## src/rtl/i2c_imu_responder.sv

```systemverilog
// I2C target serving the latest IMU sample set from a 16-byte map, plus one host-written control byte.
// Define I2C_GLITCH_FILTER_EN to add a FILTER_LEN-clock stability filter on SCL/SDA after the synchronizer.
module i2c_imu_responder #(
  parameter logic [6:0] DEV_ADDR   = 7'h42,
  parameter logic [7:0] WHO_AM_I   = 8'hD5,
  parameter int         FILTER_LEN = 4
) (
  input  logic       CLOCK_50,
  input  logic       RESET_N,
  input  logic       scl_in,
  input  logic       sda_in,
  output logic       sda_oe,
  input  logic [9:0] AccelX,
  input  logic [9:0] AccelY,
  input  logic [9:0] AccelZ,
  input  logic [9:0] GyroX,
  input  logic [9:0] GyroY,
  input  logic [9:0] GyroZ,
  input  logic       DataValid,
  output logic [7:0] ctrl_reg,
  output logic       busy
);

  typedef enum logic [3:0] {
    IDLE, ADDR, ADDR_ACK, PTR, PTR_ACK, WDATA, WDATA_ACK, RDATA, RACK, IGNORE
  } state_t;

  if (FILTER_LEN < 1) begin : g_bad_filter_len
    $error("FILTER_LEN must be at least 1");
  end

  state_t     state, state_next;
  logic       sda_oe_next;
  logic [1:0] scl_sync, sda_sync;
  logic       scl_f, sda_f, scl_d, sda_d;
  logic       start, stop, rise, fall;
  logic [2:0] bit_cnt;
  logic       byte_done, rw, host_nack, new_data, pend_valid;
  logic [6:0] rx_shift, tx_shift;
  logic [7:0] rx_byte, map_byte;
  logic [3:0] pointer, tx_addr;
  logic [9:0] samples [6];
  logic [9:0] shadow  [6];
  logic [9:0] pending [6];
  logic       rx_state, last_bit, load_tx, rack_clear;

  // Bus idles high, so the synchronizers reset to 1 to avoid a false edge out of reset.
  always_ff @(posedge CLOCK_50 or negedge RESET_N) begin
    if (!RESET_N) begin
      scl_sync <= 2'b11;
      sda_sync <= 2'b11;
    end else begin
      scl_sync <= {scl_sync[0], scl_in};
      sda_sync <= {sda_sync[0], sda_in};
    end
  end

`ifdef I2C_GLITCH_FILTER_EN
  localparam int CW = $clog2(FILTER_LEN + 1);
  logic [CW-1:0] scl_cnt, sda_cnt;

  always_ff @(posedge CLOCK_50 or negedge RESET_N) begin
    if (!RESET_N) begin
      scl_f   <= 1'b1;
      sda_f   <= 1'b1;
      scl_cnt <= '0;
      sda_cnt <= '0;
    end else begin
      if (scl_sync[1] == scl_f) scl_cnt <= '0;
      else if (scl_cnt == CW'(FILTER_LEN - 1)) begin
        scl_f   <= scl_sync[1];
        scl_cnt <= '0;
      end else scl_cnt <= scl_cnt + 1'b1;
      if (sda_sync[1] == sda_f) sda_cnt <= '0;
      else if (sda_cnt == CW'(FILTER_LEN - 1)) begin
        sda_f   <= sda_sync[1];
        sda_cnt <= '0;
      end else sda_cnt <= sda_cnt + 1'b1;
    end
  end
`else
  assign scl_f = scl_sync[1];
  assign sda_f = sda_sync[1];
`endif

  always_ff @(posedge CLOCK_50 or negedge RESET_N) begin
    if (!RESET_N) begin
      scl_d <= 1'b1;
      sda_d <= 1'b1;
    end else begin
      scl_d <= scl_f;
      sda_d <= sda_f;
    end
  end

  assign start      = scl_f & scl_d & sda_d & ~sda_f;
  assign stop       = scl_f & scl_d & ~sda_d & sda_f;
  assign rise       = scl_f & ~scl_d;
  assign fall       = ~scl_f & scl_d;
  assign rx_byte    = {rx_shift, sda_f};
  assign rx_state   = (state == ADDR) || (state == PTR) || (state == WDATA) || (state == RDATA);
  assign last_bit   = (bit_cnt == 3'd7) && !byte_done;
  assign load_tx    = fall && (((state == ADDR_ACK) && rw) || ((state == RACK) && !host_nack));
  assign rack_clear = rise && (state == RACK) && !sda_f && (tx_addr == 4'hD);
  assign samples    = '{AccelX, AccelY, AccelZ, GyroX, GyroY, GyroZ};

  always_comb begin
    map_byte = 8'h00;
    case (pointer)
      4'h0: map_byte = {6'b0, shadow[0][9:8]};
      4'h1: map_byte = shadow[0][7:0];
      4'h2: map_byte = {6'b0, shadow[1][9:8]};
      4'h3: map_byte = shadow[1][7:0];
      4'h4: map_byte = {6'b0, shadow[2][9:8]};
      4'h5: map_byte = shadow[2][7:0];
      4'h6: map_byte = {6'b0, shadow[3][9:8]};
      4'h7: map_byte = shadow[3][7:0];
      4'h8: map_byte = {6'b0, shadow[4][9:8]};
      4'h9: map_byte = shadow[4][7:0];
      4'hA: map_byte = {6'b0, shadow[5][9:8]};
      4'hB: map_byte = shadow[5][7:0];
      4'hC: map_byte = WHO_AM_I;
      4'hD: map_byte = {7'b0, new_data};
      4'hE: map_byte = ctrl_reg;
      default: map_byte = 8'h00;
    endcase
  end

  always_ff @(posedge CLOCK_50 or negedge RESET_N) begin
    if (!RESET_N) begin
      state  <= IDLE;
      sda_oe <= 1'b0;
    end else begin
      state  <= state_next;
      sda_oe <= sda_oe_next;
    end
  end

  // sda_oe only moves on falling SCL (or START/STOP), so it is stable whenever SCL is high.
  always_comb begin
    state_next  = state;
    sda_oe_next = sda_oe;
    if (stop) begin
      state_next  = IDLE;
      sda_oe_next = 1'b0;
    end else if (start) begin
      state_next  = ADDR;
      sda_oe_next = 1'b0;
    end else begin
      case (state)
        ADDR: begin
          if (rise && last_bit && (rx_byte[7:1] != DEV_ADDR)) state_next = IGNORE;
          else if (fall && byte_done) begin
            state_next  = ADDR_ACK;
            sda_oe_next = 1'b1;
          end
        end
        ADDR_ACK: if (fall) begin
          state_next  = rw ? RDATA : PTR;
          sda_oe_next = rw ? ~map_byte[7] : 1'b0;
        end
        PTR: if (fall && byte_done) begin
          state_next  = PTR_ACK;
          sda_oe_next = 1'b1;
        end
        PTR_ACK, WDATA_ACK: if (fall) begin
          state_next  = WDATA;
          sda_oe_next = 1'b0;
        end
        WDATA: if (fall && byte_done) begin
          state_next  = WDATA_ACK;
          sda_oe_next = 1'b1;
        end
        RDATA: if (fall) begin
          if (byte_done) begin
            state_next  = RACK;
            sda_oe_next = 1'b0;
          end else sda_oe_next = ~tx_shift[6];
        end
        RACK: if (fall) begin
          state_next  = host_nack ? IGNORE : RDATA;
          sda_oe_next = host_nack ? 1'b0 : ~map_byte[7];
        end
        default: ;
      endcase
    end
  end

  always_ff @(posedge CLOCK_50 or negedge RESET_N) begin
    if (!RESET_N) begin
      bit_cnt <= '0; byte_done <= 1'b0; rw <= 1'b0; host_nack <= 1'b0;
      rx_shift <= '0; tx_shift <= '0; pointer <= '0; tx_addr <= '0;
      ctrl_reg <= 8'h00; busy <= 1'b0; new_data <= 1'b0; pend_valid <= 1'b0;
      shadow <= '{default: '0};
      pending <= '{default: '0};
    end else begin
      if (start || stop) begin
        bit_cnt   <= '0;
        byte_done <= 1'b0;
      end else if (rise && rx_state && !byte_done) begin
        rx_shift <= rx_byte[6:0];
        bit_cnt  <= bit_cnt + 3'd1;
        if (bit_cnt == 3'd7) begin
          byte_done <= 1'b1;
          case (state)
            ADDR:  rw <= sda_f;
            PTR:   pointer <= rx_byte[3:0];
            WDATA: begin
              if (pointer == 4'hE) ctrl_reg <= rx_byte;
              pointer <= pointer + 4'd1;
            end
            RDATA: pointer <= pointer + 4'd1;
            default: ;
          endcase
        end
      end else if (fall && byte_done) begin
        byte_done <= 1'b0;
        bit_cnt   <= '0;
      end

      if (rise && (state == RACK)) host_nack <= sda_f;

      if (load_tx) begin
        tx_shift <= map_byte[6:0];
        tx_addr  <= pointer;
      end else if (fall && (state == RDATA) && !byte_done) begin
        tx_shift <= {tx_shift[5:0], 1'b0};
      end

      if (start) busy <= 1'b1;
      else if (stop) busy <= 1'b0;

      // Later assignments win, so a DataValid set beats a host-ACK clear in the same cycle.
      if (rack_clear) new_data <= 1'b0;
      if (DataValid && !busy) begin
        shadow   <= samples;
        new_data <= 1'b1;
      end else if (DataValid) begin
        pending    <= samples;
        pend_valid <= 1'b1;
      end
      if (stop && busy && (pend_valid || DataValid)) begin
        shadow     <= DataValid ? samples : pending;
        new_data   <= 1'b1;
        pend_valid <= 1'b0;
      end
    end
  end

endmodule

```

## config.mk

```make
export PLATFORM = sky130hd
export DESIGN_NAME = i2c_imu_responder
export DESIGN_NICKNAME = d
export VERILOG_FILES = /design/src/rtl/i2c_imu_responder.sv
export SDC_FILE = /design/constraint.sdc
export NUM_CORES = 1
export LEC_CHECK = 0
export ABC_AREA = 0
export BUFFER_PORTS_ARGS = -buffer_cell sky130_fd_sc_hd__buf_2
export CAP_MARGIN = 20
export CORE_MARGIN = 2
export CORE_UTILIZATION = 40
export DETAILED_ROUTE_END_ITERATION = 8
export PLACE_DENSITY = 0.64
export SKIP_CTS_REPAIR_TIMING = 1
export SLEW_MARGIN = 20
export SYNTH_ARGS = -nofsm -noshare
export SYNTH_HDL_FRONTEND = slang
export SYNTH_SLANG_ARGS = --single-unit
```

## constraint.sdc

```tcl
create_clock -name CLOCK_50 -period 2.78 [get_ports CLOCK_50]
set_input_delay 0.278 -clock CLOCK_50 [delete_from_list [all_inputs] [get_ports CLOCK_50]]
set_output_delay 0.278 -clock CLOCK_50 [all_outputs]
set_load 0.02 [all_outputs]
```

# ---- Word-level counts from Yosys, hierarchy flattened
# Index checks and enable logic that the tools add are counted.
dict set report classes {
  addsub 2
  n_mul 0
  div 0
  n_lt_le_gt_ge 0
  n_eq_ne 36
  shifts 0
  n_mux 48
  bitwise 14
  reduce_logical 48
}
# cell count
set ops {}
lappend ops {{two-way mux 60 bit} 3}
lappend ops {{case mux 8 bit (15 select lines)} 1}
lappend ops {{two-way mux 4 bit} 12}
lappend ops {{equality test 4 bit (second input constant)} 9}
lappend ops {{equality test 4 x 3 -> 1 bit (second input constant)} 8}
lappend ops {{case mux 4 bit (7 select lines)} 1}
lappend ops {{!= test 4 bit (second input constant)} 6}
lappend ops {{two-way mux 1 bit} 23}
lappend ops {{logical AND 1 bit} 17}
lappend ops {{equality test 4 x 2 -> 1 bit (second input constant)} 4}
lappend ops {{two-way mux 7 bit} 2}
lappend ops {{two-way mux 3 bit} 4}
lappend ops {{nonzero test 2 bit} 5}
lappend ops {{AND reduction 9 bit} 1}
lappend ops {{nonzero test 9 bit} 1}
lappend ops {{equality test 4 x 1 -> 1 bit (second input constant)} 2}
lappend ops {{!= test 4 x 3 -> 1 bit (second input constant)} 2}
lappend ops {{case mux 4 bit (2 select lines)} 1}
lappend ops {{AND reduction 4 bit} 2}
lappend ops {{nonzero test 8 bit} 1}
lappend ops {{AND 1 bit} 7}
lappend ops {{!= test 7 bit (second input constant)} 1}
lappend ops {{NOT 1 bit} 7}
lappend ops {{logical OR 1 bit} 6}
lappend ops {{other kinds (14)} 22}
dict set report word_totals {
  reg_bits 170
  latch_bits 0
  mem_bits_rw 0
  rom_bits 0
  in_bits 65
  output_inout_bits 10
  word_cells 178
  n_memories 0
}

# ---- Longest topological paths before layout
dict set report logic_depth {
  word_depth 8
  mapped_depth 9
  mapped_depth_nobuf 7
}

# ---- Worst setup path before layout
# Ideal clock, no wire load.
dict set report synth_timing {
  path_kind {reg2reg}
  startpoint {register scl_sync[1]}
  endpoint {register ctrl_reg[0]}
  setup_time_ns 0.125
  arrival_time_ns 1.969
  required_time_ns 2.655
  slack_ns 0.686
  path_stages_with_launch 6
  n_path_buf 0
  synth_period_minus_slack_ns 2.094
  path_cell_list {dfstp_2 or3b_4 nor2_8 nand2_4 nor4_4 mux2_2}
}
dict set report synth_between {
  elab_chain_cells 6
  elab_cells_between_ends 11
  classes_between {7 x bitwise; 4 x reduce/logical}
}
# item line_no
set synth_rtl {}
lappend synth_rtl {{start, declared} 34} ;# logic [1:0] scl_sync, sda_sync;
lappend synth_rtl {{start signal, assigned} 53} ;# scl_sync <= {scl_sync[0], scl_in};
lappend synth_rtl {{AND 1 bit} {96, 97}}
lappend synth_rtl {{AND 1 bit, on equally long branches (2 in series)} {96, 97}}
lappend synth_rtl {{logical OR 1 bit} 197} ;# if (start || stop) begin
lappend synth_rtl {{NOT 1 bit (no line)} --}
lappend synth_rtl {{AND reduction 5 bit (no line) (*)} --}
lappend synth_rtl {{end signal, assigned} 209} ;# if (pointer == 4'hE) ctrl_reg <= rx_byte;
lappend synth_rtl {{end, declared} 20} ;# output logic [7:0] ctrl_reg,
# Every way passes the cells marked *; elsewhere a longest branch is shown, timed or not.
# A chain may end at the register's enable or synchronous reset.

# ---- Worst setup path after layout
dict set report layout_timing {
  startpoint {register scl_sync[1]}
  endpoint {register ctrl_reg[1]}
}
# The elaborated chain is that of the path after synthesis.

==> qor.csv <==
stage;metric;value;unit
run_status;status;completed;
placement;place_congestion;0.833;
logic_synthesis;ys.flop_type;dfrtp_1;
worst_hold_path;min_path_type;input port to register;
clock_network;numCtsBuffers;17;
detailed_routing;routed_via_density;5.73;
logic_synthesis;synth_edf_count;0;
logic_synthesis;syn_avg_cell_area;11.4;um2
logic_synthesis;yosys.cell_types.count;61;
logic_synthesis;yosysSeqAreaShare;53.9;%
floorplan;core_area;19400;um2
timing;setup_viol_count_final;0;
logic_synthesis;yosysWarnings;0;
worst_setup_path;critPathKind;register to register;
timing;worstMarginPinSlew;0.776;ns
layout;fin_nets;819;
timing;whs;0.0766;ns
worst_setup_path;worst-path-buf-inv;0;
power;ir_worst_vdd;0.000442;V
clock_network;path_clk_slew;0.07;ns
power;power_density;790;nW/um2
power;pwr-share-comb;20.0;%
timing;fmax;0.416;GHz
logic_synthesis;postSynth.asyncResetShare;100;%
worst_setup_path;cp_slowest_cell;dfstp_2;
timing;tns;0;ns
layout;seq_area;4260;um2
timing;fin_crit_sh;86.5;%
placement;io_buffers;74;
worst_setup_path;critPathTopFamily;simple AND/OR/NAND/NOR gates;
floorplan;die_w;145;um
detailed_routing;totalWireLength;19.0;mm
global_routing;grt_pass1_wl;30.6;mm
global_routing;grt_overflow;0;
floorplan;die_area;20900;um2
detailed_routing;drtIter0Drc;516;
logic_synthesis;synth_top_area_share;51.9;%
job;cap_violations;0;
detailed_routing;avgRoutedWirePerCell;18.6;um
worst_setup_path;worstPathArrival;2.72;ns
logic_synthesis;syn_nets;762;
global_routing;grt_pass1_vias;5548;
power;p_sw;2.25;mW
layout;multi_input_area;3140;um2
detailed_routing;ant_nets;0;
power;p_seq_share;48.0;%
detailed_routing;via_count;5873;
detailed_routing;drt-pass1-iter-count;7;
logic_synthesis;yosys-top-cells-area;dfrtp_1 52%, mux2_2 11%, a222oi_1 7.6%;
clock_network;cts_sinks;170;
layout;stdcell_count;1025;
worst_setup_path;end_kind;register;
timing;rsz0062_at_grt;no;
clock_network;htree_levels;4;
logic_synthesis;synthesis.instances;690;
placement;dp_cells;990;
layout;fin_util;47.2;%
logic_synthesis;syn-cell-area;7900;um2
layout;syn_to_final_growth;15.9;%
logic_synthesis;synth_top_cell_by_area;dfrtp_1;
worst_setup_path;crit_chain;or3b_4 > nor2_8 > nand2_4 > nor4_4 > mux2_2;
power;leakagePower;4.33;nW
layout;fillCellCount;1802;
timing;hold_viol_final;0;
worst_setup_path;cp_slowest_stage_delay;0.64;ns
global_routing;track_usage;19.1;%
timing;final_max_slew_viol_count;0;
layout;final_cell_mix;164 x dfrtp_1, 76 x mux2_2, 73 x buf_2, 67 x inv_1, 60 x a222oi_1;
power;switching_share;31.1;%
floorplan;ios;75;
detailed_routing;drcViolationCount;0;
worst_setup_path;crit_required;3.09;ns
power;p_int;4.98;mW
timing;skew;0.0157;ns
clock_network;clockBufferDepth;2;
clock_network;cts_tree;yes;
clock_network;root_buffer;clkbuf_16;
timing;slew_headroom;48.2;%
clock_network;clk_latency;0.43;ns
layout;final_common_cell;dfrtp_1;
layout;antenna_cells;0;
timing;fin_crit;2.41;ns
global_routing;grt_start_max_net_pins;78;
layout;drive_above_1_share;28.4;%
global_routing;antenna_found_initial;0;
floorplan;rows;51;
floorplan;initial_core_util;40.7;%
power;pwr-share-clk;32.0;%
logic_synthesis;ys_ff_latch;170;
floorplan;dieHeight;145;um
placement;hpwl;12.7;mm
worst_setup_path;crit_path_start_kind;register;
worst_setup_path;path_max_fanout;13;
power groups by stage:
stage	clock network [mW]	registers, mW	logic (mW)
detailed placement	0	3.51	1.45
global placement	0	3.50	1.42
global route	2.46	3.53	1.64
finish	2.31	3.47	1.45
floorplan	0	3.28	1.19
CTS	2.35	3.47	1.46
final timing paths:
kind / from / to / slack (ns) / cells past startpoint
worst max-delay path: scl_sync[1]$_DFF_PN1_ / ctrl_reg[1]$_DFFE_PN0P_ / 0.37 / 5
worst min-delay path: AccelX[3] / shadow[53]$_DFFE_PN0P_ / 0.08 / 3
worst max register to register: scl_sync[1]$_DFF_PN1_ / ctrl_reg[1]$_DFFE_PN0P_ / 0.37 / 5
worst min register to register: sda_sync[0]$_DFF_PN1_ / sda_sync[1]$_DFF_PN1_ / 0.36 / 0
max in group asynchronous: RESET_N / pending[14]$_DFFE_PN0N_ / 1.58 / 3
min in group asynchronous: RESET_N / busy$_DFFE_PN0N_ / 0.45 / 2
worst register-to-register path, cell delays in order (launching register included):
cell and delay, ns:
dfstp_2 0.64, or3b_4 0.45, nor2_8 0.18, nand2_4 0.07, nor4_4 0.54, mux2_2 0.40
kinds of logic (layout without fill, tap and decap cells):
logic type / Yosys count / after routing / synth area share, %
compound gates: 175 / 175 / 17.5
flops: 170 / 170 / 53.9
simple gates: 128 / 128 / 8.58
buf+inv: 122 / 192 / 6.56
mux: 87 / 87 / 12.2
fa+ha+maj: 7 / 7 / 1.11
xor+xnor: 1 / 1 / 0.111
metal layers:
layer	vias to the layer above	wire length, um	track usage [%]
met4	0	268	5.52
met1	2967	8560	26.7
met3	23	969	4.14
li1	2705	-	-
met5	-	0	0
met2	178	9230	30.1
cell type report:
cell class | instances | share of cell area, %
clock buffers | 19 | 4.84
multi-input cells | 398 | 34.3
inverters | 67 | 2.75
flip-flops and latches | 170 | 46.5
well taps | 265 | 3.62
repair buffers | 93 | 6.57
clock inverters | 13 | 1.42
synth_stat cells, types with 3 or more instances:
cell type / number
clkbuf_1: 37
or3_1: 3
o21ai_0: 23
mux2_2: 76
a21oi_1: 21
nand2_1: 53
ha_1: 7
dfrtp_1: 164
a221oi_1: 6
buf_6: 6
or2_2: 3
nor3_1: 8
o211ai_1: 6
mux2i_1: 11
nand2b_1: 5
inv_1: 67
buf_2: 3
nand3_1: 14
nand3b_1: 3
o2bb2ai_1: 3
o21a_1: 5
a222oi_1: 60
o22a_1: 5
a31oi_1: 9
buf_1: 6
a21o_1: 3
nand4_1: 3
dfstp_2: 6
buf_4: 3
nor2_1: 14
a22oi_1: 7
nor2b_1: 6
a32o_1: 3
nor3b_1: 3
o22ai_1: 6
per-stage QoR:
stage	power, mW	setup slack (ns)	area [um2]
6_report	7.24	0.375	9160
5_1_grt	7.64	0.248	9160
4_1_cts	7.27	0.364	9130
3_5_place_dp	4.96	0.391	8560
3_3_place_gp	4.92	0.433	8560
2_1_floorplan	4.47	0.686	7900
No activity file was read; power rests on OpenSTA's default activity.
